--- src/rtl/fetch_pkg.sv ---
// Shared types and constants for the instruction fetch front end.
package fetch_pkg;

   typedef enum logic [0:0] {
      FETCH = 1'b0,
      DRAIN = 1'b1
   } fetch_state_e;

   typedef struct packed {
      logic [31:0] pc;
      logic [31:0] instr;
   } fetch_entry_t;

   localparam int unsigned INSTR_BYTES = 4;
   localparam int unsigned ENTRY_W     = $bits(fetch_entry_t);

endpackage

--- src/rtl/sync_fifo.sv ---
// Parameterised single-clock FIFO with synchronous clear; head is read straight
// from the storage registers so consumers see no path from the write side.
module sync_fifo #(
   parameter int WIDTH = 32,
   parameter int DEPTH = 4
) (
   input  logic                     clk,
   input  logic                     rst,
   input  logic                     clr,
   input  logic                     push,
   input  logic [WIDTH-1:0]         push_data,
   input  logic                     pop,
   output logic [WIDTH-1:0]         head_data,
   output logic [$clog2(DEPTH):0]   count
);

   localparam int AW = $clog2(DEPTH);

   logic [WIDTH-1:0] mem [DEPTH];
   logic [AW-1:0]    wr_ptr_reg;
   logic [AW-1:0]    rd_ptr_reg;
   logic [AW:0]      count_reg;
   logic             full;
   logic             empty;
   logic             push_ok;
   logic             pop_ok;

   assign full    = (count_reg == (AW+1)'(DEPTH));
   assign empty   = (count_reg == '0);
   assign push_ok = push & ~full;
   assign pop_ok  = pop & ~empty;

   // Pointers are exactly AW bits wide, so they wrap modulo DEPTH on their own.
   always_ff @(posedge clk) begin
      if (rst || clr) begin
         wr_ptr_reg <= '0;
         rd_ptr_reg <= '0;
         count_reg  <= '0;
      end else begin
         if (push_ok) wr_ptr_reg <= wr_ptr_reg + 1'b1;
         if (pop_ok)  rd_ptr_reg <= rd_ptr_reg + 1'b1;
         case ({push_ok, pop_ok})
            2'b10:   count_reg <= count_reg + 1'b1;
            2'b01:   count_reg <= count_reg - 1'b1;
            default: count_reg <= count_reg;
         endcase
      end
   end

   always_ff @(posedge clk) begin
      if (push_ok) mem[wr_ptr_reg] <= push_data;
   end

   assign head_data = mem[rd_ptr_reg];
   assign count     = count_reg;

endmodule

--- src/rtl/instr_fetch_queue.sv ---
// Sequential instruction fetch with credit-based request throttling, in-order
// response tagging via a PC side FIFO, and redirect flush with response discard.
module instr_fetch_queue
   import fetch_pkg::*;
#(
   parameter int          DEPTH    = 4,
   parameter logic [31:0] RESET_PC = 32'h0000_0000
) (
   input  logic                     clk,
   input  logic                     rst,
   input  logic                     redirect_valid,
   input  logic [31:0]              redirect_pc,
   output logic                     imem_req_valid,
   output logic [31:0]              imem_req_addr,
   input  logic                     imem_req_ready,
   input  logic                     imem_rsp_valid,
   input  logic [31:0]              imem_rsp_data,
   output logic                     out_valid,
   output logic [31:0]              out_pc,
   output logic [31:0]              out_instr,
   input  logic                     out_ready,
   output logic [$clog2(DEPTH):0]   occupancy
);

   localparam int CW = $clog2(DEPTH) + 1;

   fetch_state_e  state_reg, state_next;
   logic [31:0]   fetch_pc_reg;
   logic [CW-1:0] outstanding_reg, outstanding_next;
   logic [CW-1:0] discard_cnt_reg, discard_cnt_next;
   logic [CW:0]   in_use;
   logic          credit_ok;
   logic          req_fire;
   logic          rsp_counted;
   logic          rsp_keep;
   logic [31:0]   pc_head;
   logic [CW-1:0] pc_count;
   logic [CW-1:0] data_count;
   logic [ENTRY_W-1:0] head_bits;
   fetch_entry_t  head_entry;
   fetch_entry_t  push_entry;

   // Slots already promised to in-flight requests count against capacity, so a
   // returning response can always be buffered.
   assign in_use    = {1'b0, data_count} + {1'b0, outstanding_reg};
   assign credit_ok = (in_use < (CW+1)'(DEPTH));

   assign imem_req_valid = (state_reg == FETCH) & credit_ok & ~redirect_valid & ~rst;
   assign imem_req_addr  = fetch_pc_reg;
   assign req_fire       = imem_req_valid & imem_req_ready;

   // A response with nothing tracked (stale traffic after reset) is ignored.
   assign rsp_counted = imem_rsp_valid & (outstanding_reg != '0);
   assign rsp_keep    = rsp_counted & (state_reg == FETCH) & ~redirect_valid & (pc_count != '0);

   always_comb begin
      outstanding_next = outstanding_reg;
      case ({req_fire, rsp_counted})
         2'b10:   outstanding_next = outstanding_reg + 1'b1;
         2'b01:   outstanding_next = outstanding_reg - 1'b1;
         default: outstanding_next = outstanding_reg;
      endcase
   end

   always_comb begin
      state_next       = state_reg;
      discard_cnt_next = discard_cnt_reg;
      if (redirect_valid) begin
         // Every response still owed after this cycle belongs to the old path.
         discard_cnt_next = outstanding_next;
         state_next       = (outstanding_next == '0) ? FETCH : DRAIN;
      end else if (state_reg == DRAIN && rsp_counted) begin
         discard_cnt_next = discard_cnt_reg - 1'b1;
         if (discard_cnt_reg == CW'(1)) state_next = FETCH;
      end
   end

   always_ff @(posedge clk) begin
      if (rst) begin
         state_reg       <= FETCH;
         fetch_pc_reg    <= RESET_PC;
         outstanding_reg <= '0;
         discard_cnt_reg <= '0;
      end else begin
         state_reg       <= state_next;
         outstanding_reg <= outstanding_next;
         discard_cnt_reg <= discard_cnt_next;
         if (redirect_valid)
            fetch_pc_reg <= redirect_pc & ~32'(INSTR_BYTES - 1);
         else if (req_fire)
            fetch_pc_reg <= fetch_pc_reg + 32'(INSTR_BYTES);
      end
   end

   sync_fifo #(
      .WIDTH (32),
      .DEPTH (DEPTH)
   ) u_pc_fifo (
      .clk       (clk),
      .rst       (rst),
      .clr       (redirect_valid),
      .push      (req_fire),
      .push_data (fetch_pc_reg),
      .pop       (rsp_keep),
      .head_data (pc_head),
      .count     (pc_count)
   );

   assign push_entry.pc    = pc_head;
   assign push_entry.instr = imem_rsp_data;

   sync_fifo #(
      .WIDTH (ENTRY_W),
      .DEPTH (DEPTH)
   ) u_data_fifo (
      .clk       (clk),
      .rst       (rst),
      .clr       (redirect_valid),
      .push      (rsp_keep),
      .push_data (push_entry),
      .pop       (out_valid & out_ready),
      .head_data (head_bits),
      .count     (data_count)
   );

   assign head_entry = head_bits;
   assign out_valid  = (data_count != '0);
   assign out_pc     = head_entry.pc;
   assign out_instr  = head_entry.instr;
   assign occupancy  = data_count;

endmodule

--- config.mk ---
export PLATFORM = sky130hd
export DESIGN_NAME = instr_fetch_queue
export DESIGN_NICKNAME = d
export VERILOG_FILES = /design/src/rtl/fetch_pkg.sv /design/src/rtl/sync_fifo.sv /design/src/rtl/instr_fetch_queue.sv
export SDC_FILE = /design/constraint.sdc
export NUM_CORES = 1
export LEC_CHECK = 0
export CAP_MARGIN = 20
export CORE_ASPECT_RATIO = 0.6
export CORE_MARGIN = 1
export CORE_UTILIZATION = 55
export DETAILED_ROUTE_END_ITERATION = 8
export GPL_ROUTABILITY_DRIVEN = 0
export PLACE_DENSITY = 0.87
export SLEW_MARGIN = 10
export SYNTH_ARGS = -nofsm -noshare
export SYNTH_HDL_FRONTEND = slang
export SYNTH_SLANG_ARGS = --single-unit
export TNS_END_PERCENT = 30
--- constraint.sdc ---
create_clock -name clk -period 3.6 [get_ports clk]
set_input_delay 0.54 -clock clk [delete_from_list [all_inputs] [get_ports clk]]
set_output_delay 0.54 -clock clk [all_outputs]
set_load 0.01 [all_outputs]
* Word-level counts from Yosys, hierarchy flattened
Memories as Yosys holds them, arrays and structs flattened. A register that Yosys moved wholly into a read port is not among the register bits.
Index checks and enable logic that the tools add are counted.
** Word-level totals
- Flip-flop bits (word level) :: 53
- Bits in writable memories :: 384
- Input port bits :: 70
- Output and inout bits :: 101
- Memories kept :: 2
** Memory list
- u_data_fifo.mem :: words 4, width 64, read ports 1, clocked after Yosys merged registers in 1, wr ports 1, line sync_fifo.sv:19 : logic [WIDTH-1:0] mem [DEPTH];
- u_pc_fifo.mem :: words 4, width 32, read ports 1, clocked after Yosys merged registers in 1, wr ports 1, line sync_fifo.sv:19
** Operators by class
- $add $sub $neg :: 13
- $lt $le $gt $ge :: 1
- Eq/ne operators :: 9
- Mux-type cells :: 19
- Bitwise logic cells :: 20
- Reduce and logical (&&, ||, !) cells :: 15
** Operators with widths (number)
- $mux W32 :: 2
- $add A32 B3 Y32 const B :: 1
- $pmux W3 S2 :: 3
- $and A1 B1 Y1 :: 13
- $sub A3 B1 Y3 const B :: 4
- $reduce_bool A2 Y1 :: 5
- $add A3 B1 Y3 const B :: 3
- $logic_not A3 Y1 :: 3
- $reduce_bool A3 Y1 :: 3
- $add A2 B1 Y2 const B :: 4
- $mux W1 :: 8
- $mux W2 :: 4
- $not A1 Y1 :: 7
- $eq A2 B1 Y1 const B :: 3
- $eq A2 B2 Y1 const B :: 3
- $eq A3 B3 Y1 const B :: 2
- $mux W3 :: 2
- $add A3 B3 Y4 :: 1
- $lt A4 B3 Y1 const B :: 1
- $eq A3 B1 Y1 const B :: 1
- $reduce_and A2 Y1 :: 1
- $reduce_or A2 Y1 :: 1
- $logic_and A1 B1 Y1 :: 1
- $logic_or A1 B1 Y1 :: 1

* Longest topological paths before layout
Gate-level depths: netlist of run 1.
- Depth after elaboration :: 11
- Mapped depth :: 12
- Depth with buffers taken out :: 12

* Modules after synthesis
From an unflattened synthesis of run 1, not the netlist that was laid out.
** Second synthesis, totals
- Cells, all modules :: 889
- Area, all modules :: 17207.8 um^2
** Modules (own cells, without submodules)
- sync_fifo at u_data_fifo :: times used 1, cells an instance 387, area an instance 9780.6 um^2, sequential area each 7867.5 um^2
- sync_fifo at u_pc_fifo :: times used 1, cells an instance 220, area an instance 5129.9 um^2, sequential area each 4023.9 um^2
- instr_fetch_queue :: times used 1, cells an instance 282, area an instance 2297.2 um^2, sequential area each 740.7 um^2

* Worst setup path after synthesis of run 1
OpenSTA, ideal clock, no wires.
- Kind :: input to register
- From :: input port imem_rsp_valid
- To :: memory u_data_fifo.mem[1][0] in the netlist's numbering, enable pin
- Setup time :: 0.426 ns
- Data arrival time :: 2.921 ns
- Data required time :: 3.174 ns
- Path slack :: 0.253 ns
- Stages :: 4
- Buffers on the path :: 0
- Path through :: o31a_2 nor4b_4 a21boi_1 and2_1
** On the way
- Word-level cells in the longest chain between the ends :: 7
** RTL lines
- from (decl) :: line instr_fetch_queue.sv:16 : input logic imem_rsp_valid,
- $and A1 B1 Y1 :: line instr_fetch_queue.sv:53 : assign rsp_counted = imem_rsp_valid & (outstanding_reg != '0);
- $and A1 B1 Y1 (3 in series) :: line instr_fetch_queue.sv:54 : assign rsp_keep = rsp_counted & (state_reg == FETCH) & ~redirect_valid & (pc_count != '0);
- $and A1 B1 Y1 :: line sync_fifo.sv:30 : assign push_ok = push & ~full;
- $mux W1 :: line sync_fifo.sv:51 : if (push_ok) mem[wr_ptr_reg] <= push_data;
- $mux W1 (not written as such) :: line sync_fifo.sv:51
- to (decl) :: line sync_fifo.sv:19
Every way passes these cells.

==> reports/metrics.cfg, run 1 <==
[routing]
dr_total_vias=8708
vias_per_cell=5.90
ant_nets=0
drt_iter0_drc=827
drc=0
routed_wl_um=33800
wire_per_inst_um=22.9
drtPass1Iterations=7

[clocking]
clk_pin_slew_ns=0.07
cts_inserted_buffers=37
clk_latency_ns=0.54
post_cts_resized=0
clk_path_buf_depth=3
cts_setup_buffers=0
clk_root_buffer_cell=clkbuf_16
cts_tree=built
cts_hold_buf=0
htreeDepth=2
cts_sinks=423

[grt]
grt_usage_pct=22.6
grt_max_degree=63
grt_pass1_vias=8841
met1_usage_pct=31.5
globalRouteMet3Util_pct=4.81
antenna_found_initial=0
grt_pass1_wl_um=51200
overflow=0
use_met2_pct=35.9
top_usage_layer=met2

[timing]
hold_viol=0
fin_crit_sh_pct=84.4
fmax_mhz=329
setup_viol=0
grt_setup_unrepaired=no
layout_min_cycle_time_ns=3.04
finalClockSkew_ns=0.0275
slew-limit-headroom_pct=50.8
worst_pin_slew_ns=0.736
fin_setup_tns_ns=0
drv_slew=0

[final_layout]
final.fill_count=1815
syn_to_final_growth_pct=20.9
fin_nets=1138
top_register=u_data_fifo.mem
design_area_mm2=0.0198
multi_input_area_mm2=0.00396
n_antenna_cell=0
final_common_cell=edfxtp_1
largest_register_ffs=248
final_layout_size_suffix_gt1_share_pct=17.4
seq_area_mm2=0.0122
mostFrequentLayoutCells=368 x edfxtp_1, 163 x clkdlybuf4s50_1, 92 x mux4_2, 52 x dfxtp_1, 39 x clkbuf_16
utilization_pct=68.3

[die]
die_h_um=136
io_pins=171
die_w_um=225
initial_core_util_pct=56.5
fp-row-count=48
dieArea_mm2=0.0305
core_area_mm2=0.0290

[synthesis]
synth-main-ff-cell=edfxtp_1
synth-seq-cells=423
synth-adder-area-share_pct=1.59
yosysWarnings=0
synth_top_family_by_area=multiplexers
synthSimpleGateAreaFrac_pct=5.08
netlist_area_mm2=0.0164
synth_area_per_cell_um2=19.0
synth_top_area_share_pct=67.4
synth_xor_area_share_pct=1.07
synth-async-reset-ratio_pct=0
synthMuxAreaShare_pct=13.1
synthTopCellsByArea=edfxtp_1 67%, mux4_2 13%, dfxtp_1 6.7%
synth_area_leader_cell=edfxtp_1
synthCells=863
synth_compound_area_share_pct=3.18
synth-edff-count=368
ys_seq_area_share_pct=74.1
ys_types=59

[power_and_ir_drop]
vdd_drop_max_mv=0.305
combPwrFrac_pct=4.5
p_leak_nw=6.22
p_sw_share_pct=20.3
total_power_w=0.00987
power.internal_w=0.00787
power.density_mw_per_mm2=498
p_sw_w=0.00200
p_clk_share_pct=40.1
p_seq_share_pct=55.5

[placed_design]
placed_area_mm2=0.0186
dp_hpwl_um=20500
numPortBuffers=164

[worst_setup_path]
worstPathMaxFanout=46
ff2ff_path_depth=12
r2r_start=u_data_fifo.count[2]$_SDFFE_PP0P_
regToRegEndpoint=u_pc_fifo.count[2]$_SDFFE_PP0P_
worstSetupPathType=flip-flop to output pin
rrSetupSlack_ns=0.82
worstSetupEndpointType=output pin
worstPathRequired_ns=3.06
cp-start-kind=flip-flop
cp.arrival_ns=2.50

[hold_path]
whs_path_depth=3
holdPathEnd=imem_req_addr[3]$_SDFFE_PP0P_
hold_path_class=primary input to flip-flop
worstHoldStart=redirect_valid

[job]
drv_cap=0

[status]
status=complete, no violations

critical path, stage by stage (launching register included):
cell,delay (ns)
dfxtp_2,0.68
buf_12,0.32
mux4_2,0.36
clkdlybuf4s50_1,0.53
layer usage:
metal | wire length (um) | part of all wire [%]
met1 | 14100 | 42
met2 | 16100 | 48
met3 | 2660 | 7.9
met4 | 929 | 2.7
met5 | 0 | 0
Yosys cell counts (all sizes together), types with 14 or more instances:
cell / count
inv: 27
clkbuf: 18
nand4: 14
ha: 16
and2: 15
dfxtp: 55
nand2: 32
buf: 23
nor2: 37
mux4: 92
edfxtp: 368
a21oi: 27
area by class of cell:
type | instances | share of cell area [%]
sequential | 423 | 61.4
multi-input combinational | 375 | 20.0
timing repair buffer | 185 | 9.56
clock buffer | 45 | 5.04
tap | 400 | 2.53
clock inverter | 21 | 1.03
inverter | 27 | 0.511
metrics by stage:
step           hold slack [ns]  setup slack, ns  instances
2_1_floorplan            0.481            0.253        866
3_3_place_gp             0.501            0.589       1410
3_5_place_dp             0.509            0.515       1410
4_1_cts                  0.348            0.532       1476
5_1_grt                  0.384            0.488       1476
6_report                 0.374            0.561       1476
worst max path at each step:
stage	start	end	slack (ns)
4_1_cts	flip-flop	out_instr[15]	0.53
3_5_place_dp	rst	u_pc_fifo.count[2]$_SDFFE_PP0P_	0.51
3_3_place_gp	rst	u_pc_fifo.count[2]$_SDFFE_PP0P_	0.59
6_report	flip-flop	out_pc[19]	0.56
2_1_floorplan	imem_rsp_valid	u_data_fifo.mem[1][0]$_DFFE_PP_	0.25
5_1_grt	flip-flop	out_pc[17]	0.49
kinds of logic after synthesis:
group | Yosys count
other | 1
AND/OR/NAND/NOR | 154
XOR/XNOR | 20
flip-flops | 423
multiplexers | 99
buffers and inverters | 68
AO/OA/AOI/OAI | 79
adder cells (fa/ha/maj) | 19
power groups by stage:
stage | sequential [W] | clock [W] | combinational, W
2_1_floorplan | 0.00556 | 0 | 0.000220
3_3_place_gp | 0.00557 | 0 | 0.000417
3_5_place_dp | 0.00558 | 0 | 0.000437
4_1_cts | 0.00547 | 0.00403 | 0.000442
5_1_grt | 0.00548 | 0.00421 | 0.000478
6_report | 0.00547 | 0.00395 | 0.000443
(Power assumes the default switching activity.)
==> run 2, diff against run 1 <==
CORE_UTILIZATION = 51   (was 55)
PLACE_DENSITY = 0.85   (was 0.87)
clock period = 2.65 ns   (was 3.6 ns; I/O delays follow)
==> reports/metrics.cfg, run 2 (synthesized netlist as in run 1, its figures left out) <==
[status]
status=finished, violations left
failed_checks=DRC

[placed_design]
dp_hpwl_um=23900  ; +17%
numPortBuffers=164  ; unchanged
pre_cts_ws_ns=0.00405  ; -0.511 ns

[final_layout]
final.fill_count=2062  ; +14%
largest_register_ffs=248  ; unchanged
top_register=u_data_fifo.mem
mostFrequentLayoutCells=368 x edfxtp_1, 111 x clkdlybuf4s50_1, 92 x mux4_2, 52 x dfxtp_1, 43 x buf_4
final_layout_size_suffix_gt1_share_pct=21.5  ; +4.1 points
utilization_pct=65.5  ; -2.8 points
syn_to_final_growth_pct=25.5
fin_nets=1190  ; +4.6%
multi_input_area_mm2=0.00398  ; +0.41%
final_common_cell=edfxtp_1
seq_area_mm2=0.0122  ; about the same

[routing]
wire_per_inst_um=23.7  ; +3.5%
routed_wl_um=36700  ; +8.5%
highest_layer=met4
wl_met2_um=17400  ; +8.1%
wl_met3_um=2980  ; +12%
wl_met1_um=15600  ; +11%
vias_per_cell=5.87  ; -0.50%
drt_iter0_drc=750  ; -9.3%
drtPass1Iterations=7  ; unchanged
dr_total_vias=9075  ; +4.2%
ant_nets=0  ; unchanged
drc=32  ; +32

[die]
initial_core_util_pct=52.2  ; -4.3 points
dieArea_mm2=0.0329  ; +7.7%
fp-row-count=50  ; +4.2%
io_pins=171  ; unchanged
core_area_mm2=0.0314  ; +8.3%
die_h_um=141  ; +3.8%
die_w_um=233  ; +3.8%

[timing]
drv_slew=0  ; unchanged
fin_crit_sh_pct=98.2
worst_slack_ns=0.0485  ; -0.513 ns
finalClockSkew_ns=0.0325  ; +0.00501 ns
setup_viol=0  ; unchanged
hold_viol=0  ; unchanged
fmax_mhz=384
worst_pin_slew_ns=0.636  ; -0.0996 ns
grt_setup_unrepaired=yes
slew-limit-headroom_pct=57.5  ; +6.7 points
layout_min_cycle_time_ns=2.60

[grt]
grt_pass1_vias=9239  ; +4.5%
grt_usage_pct=22.4  ; -0.20 points
grt_max_degree=48  ; -24%
grt_pass1_wl_um=54800  ; +7.2%
overflow=0  ; unchanged
antenna_found_initial=2  ; +2

[worst_setup_path]
cp-start-kind=flip-flop
worstPathRequired_ns=2.25  ; -0.81 ns
worstSetupEndpointType=output pin
max_stage_delay_ns=0.52  ; -0.16 ns
worstSetupPathType=flip-flop to output pin
cp.arrival_ns=2.20  ; -0.30 ns
crit_path_top_delay_cell=clkdlybuf4s50_1
worstPathMaxFanout=8  ; -83%
path_cells=buf_4 -> buf_8 -> mux4_2 -> clkdlybuf4s50_1

[power_and_ir_drop]
p_leak_nw=6.94  ; +12%
power.density_mw_per_mm2=656  ; +32%
vdd_drop_max_mv=0.437  ; +43%

[clocking]
clk_root_buffer_cell=clkbuf_16
cts_inserted_buffers=39  ; +5.4%
htreeDepth=2  ; unchanged
clk_pin_slew_ns=0.07  ; about the same
cts_sinks=423  ; unchanged
clk_latency_ns=0.54  ; about the same
cts_tree=built
clk_path_buf_depth=3  ; unchanged

[hold_path]
hold_path_class=primary input to flip-flop

[job]
drv_cap=0  ; unchanged

[run 2: power breakdown]
part	total (W)	internal, W	switching (W)	leakage [nW]
logic	0.000656	0.000324	0.000331	2.56
clock network	0.00542	0.00304	0.00238	0.592
registers	0.00742	0.00731	0.000108	3.79
[run 2: metrics by stage]
| step | power [W] | cells | setup TNS, ns | area [um^2] | hold WS (ns) |
|---|---|---|---|---|---|
| 5_1_grt | 0.0139 | 1545 | -0.0363 | 20600 | 0.437 |
| 6_report | 0.0135 | 1546 | 0 | 20600 | 0.430 |
| 3_5_place_dp | 0.00820 | 1463 | 0 | 19100 | 0.516 |
| 3_3_place_gp | 0.00816 | 1463 | 0 | 19100 | 0.501 |
| 4_1_cts | 0.0136 | 1533 | -2.03 | 20300 | 0.422 |
| 2_1_floorplan | 0.00785 | 866 | -68.73 | 16400 | 0.481 |
[run 2: layout make-up]
| class | count | area share, % |
|---|---|---|
| antenna | 1 | 0.0122 |
| clock buffer | 48 | 4.96 |
| clock inverter | 21 | 0.924 |
| inverter | 27 | 0.493 |
| multi-input combinational | 375 | 19.3 |
| sequential | 423 | 59.1 |
| tap | 416 | 2.53 |
| timing repair buffer | 235 | 12.7 |
[run 2: what timing repair did]
| action | CTS | global route |
|---|---|---|
| hold buffers | 0 | 0 |
| buffers inserted | 1 | 9 |
| pin swaps | 0 | 1 |
| gates resized for setup | 12 | 51 |
| gates cloned | 0 | 3 |
| setup endpoints to repair | 56 | 44 |
[run 2: per-layer routing]
layer  up-vias  global-route usage [%]
met5         -                       0
met4         0                    5.60
met3        57                    4.98
met2       403                    35.0
met1      4687                    32.3
li1       3928                       -
[run 2: worst max-delay path, delay by kind of cell, from the launching register on]
kind / cells / cell delay, ns
buf+inv: 3 / 0.78
mux: 1 / 0.51
flops: 1 / 0.37
[run 2: final timing paths]
check | start | endpoint | slack, ns | cells after the start
min reg2reg | u_pc_fifo.rd_ptr_reg[1]$_SDFFE_PP0P_ | flip-flop | 0.54 | 2
min | redirect_pc[29] | imem_req_addr[29]$_SDFFE_PP0P_ | 0.43 | 3
max reg2reg | outstanding_reg[1]$_SDFF_PP0_ | state_reg$_SDFFE_PP0P_ | 0.19 | 11
max | flip-flop | out_pc[27] | 0.05 | 4
==> run 3, diff against run 2 <==
SKIP_CTS_REPAIR_TIMING = 1   (was not set)
==> reports/metrics.cfg, run 3 (synthesized netlist as in run 1, its figures left out) <==
[status]
status=finished, violations left
failed_checks=DRC

[final_layout]
top_register=u_data_fifo.mem
largest_register_ffs=248  ; unchanged
final.fill_count=2064  ; +0.097%
mostFrequentLayoutCells=368 x edfxtp_1, 112 x clkdlybuf4s50_1, 92 x mux4_2, 52 x dfxtp_1, 51 x dlymetal6s2s_1
fin_nets=1183  ; -0.59%
final_layout_size_suffix_gt1_share_pct=21.0  ; -0.49 points
final_common_cell=edfxtp_1
syn_to_final_growth_pct=25.3

[clocking]
htreeDepth=2  ; unchanged
clk_root_buffer_cell=clkbuf_16
cts_sinks=423  ; unchanged
clk_latency_ns=0.54  ; about the same
clk_pin_slew_ns=0.07  ; about the same
cts_inserted_buffers=39  ; unchanged
clk_path_buf_depth=3  ; unchanged
cts_tree=built

[worst_setup_path]
worstPathRequired_ns=2.25  ; about the same
worstSetupEndpointType=output pin
worstSetupPathType=flip-flop to output pin
cp-start-kind=flip-flop
ff2ff_path_depth=11  ; unchanged
worstPathMaxFanout=16  ; +8
cp.arrival_ns=2.20  ; about the same

[routing]
vias_per_cell=5.85  ; -0.41%
drc=32  ; unchanged
routed_wl_um=36300  ; -1.1%
wire_per_inst_um=23.6  ; -0.64%
ant_nets=0  ; unchanged
drt_iter0_drc=743  ; -0.93%
dr_total_vias=8997  ; -0.86%
drtPass1Iterations=7  ; unchanged

[timing]
layout_min_cycle_time_ns=2.60  ; -0.00105 ns
worst_pin_slew_ns=0.645  ; +0.00878 ns
slew-limit-headroom_pct=56.9  ; -0.59 points
hold_viol=0  ; unchanged
fin_crit_sh_pct=98.1  ; about the same
drv_slew=0  ; unchanged
finalClockSkew_ns=0.0328  ; +0.000286 ns
hold_ws_ns=0.432  ; +0.00133 ns
fmax_mhz=385  ; about the same
setup_viol=0  ; unchanged
grt_setup_unrepaired=yes

[die]
dieArea_mm2=0.0329  ; unchanged
core_area_mm2=0.0314  ; unchanged
io_pins=171  ; unchanged
initial_core_util_pct=52.2  ; unchanged
die_h_um=141  ; unchanged
die_w_um=233  ; unchanged
fp-row-count=50  ; unchanged

[hold_path]
whs_path_depth=3  ; unchanged
hold_path_class=primary input to flip-flop

[grt]
grt_max_degree=48  ; unchanged
grt_pass1_wl_um=54900  ; about the same
grt_pass1_vias=9235  ; -0.043%
overflow=0  ; unchanged
antenna_found_initial=2  ; unchanged
grt_usage_pct=22.4  ; about the same

[power_and_ir_drop]
total_power_w=0.0135  ; about the same
p_sw_share_pct=20.8  ; -0.022 points
power.internal_w=0.0107  ; unchanged
power.density_mw_per_mm2=657  ; +0.17%
combPwrFrac_pct=4.9  ; about the same
p_clk_share_pct=40.1  ; about the same
p_sw_w=0.00281  ; -0.13%
vdd_drop_max_mv=0.437  ; -0.11%
p_leak_nw=6.98  ; +0.52%
p_seq_share_pct=55.0  ; about the same

[placed_design]
numPortBuffers=164  ; unchanged
dp_hpwl_um=23900  ; unchanged

[job]
drv_cap=0  ; unchanged

run 3: cell count changes in the layout (fill, tap and decap cells not counted), sizes merged:
cell and change:
clkdlybuf4s50 +1, clkbuf -1, clkdlybuf4s15 -5, dlymetal6s2s +10, buf -6, dlygate4sd2 -6
run 3: per-stage QoR:
stage	std cells	setup slack (ns)	cell area (um^2)	util (%)	TNS (ns)
CTS	1532	-0.257	20300	64.6	-9.96
global placement	1463	0.0522	19100	60.8	0
detailed placement	1463	0.00405	19100	60.8	0
global route	1538	-0.00485	20500	65.4	-0.0128
floorplan	866	-0.554	16400	-	-68.73
finish	1539	0.0495	20500	65.4	0
run 3: final cells by class:
| class | count | area (um^2) | area share [%] |
|---|---|---|---|
| sequential | 423 | 12200 | 59.2 |
| multi-input combinational | 375 | 3980 | 19.4 |
| timing repair buffer | 228 | 2560 | 12.5 |
| clock buffer | 48 | 1020 | 4.97 |
| tap | 416 | 520 | 2.53 |
| clock inverter | 21 | 190 | 0.926 |
| inverter | 27 | 101 | 0.494 |
| antenna | 1 | 2.50 | 0.0122 |
run 3: power groups by stage:
stage | combinational, W | clock, W | sequential, W
after floorplan | 0.000299 | 0 | 0.00755
after global placement | 0.000616 | 0 | 0.00755
after detailed placement | 0.000643 | 0 | 0.00756
after CTS | 0.000648 | 0.00550 | 0.00742
after global routing | 0.000710 | 0.00575 | 0.00742
final | 0.000657 | 0.00541 | 0.00742
run 3: worst paths after layout:
path,startpoint,endpoint,slack [ns]
worst max-delay path,flip-flop,out_pc[12],0.05
worst min-delay path,redirect_pc[29],imem_req_addr[29]$_SDFFE_PP0P_,0.43
worst max register to register,outstanding_reg[1]$_SDFF_PP0_,state_reg$_SDFFE_PP0P_,0.18
worst min register to register,u_pc_fifo.rd_ptr_reg[1]$_SDFFE_PP0P_,flip-flop,0.54
run 3: metal layers:
layer	part of all wire (%)	global-route usage, %	vias up
li1	-	-	3918
met1	43	32.5	4670
met2	48	35.0	354
met3	7.5	4.79	55
met4	1.8	5.71	0
met5	0	0	-
run 3: critical path: stages (launching register included):
cell and delay (ns):
dfxtp_4 0.41, buf_12 0.19, mux4_2 0.52, clkdlybuf4s50_1 0.52
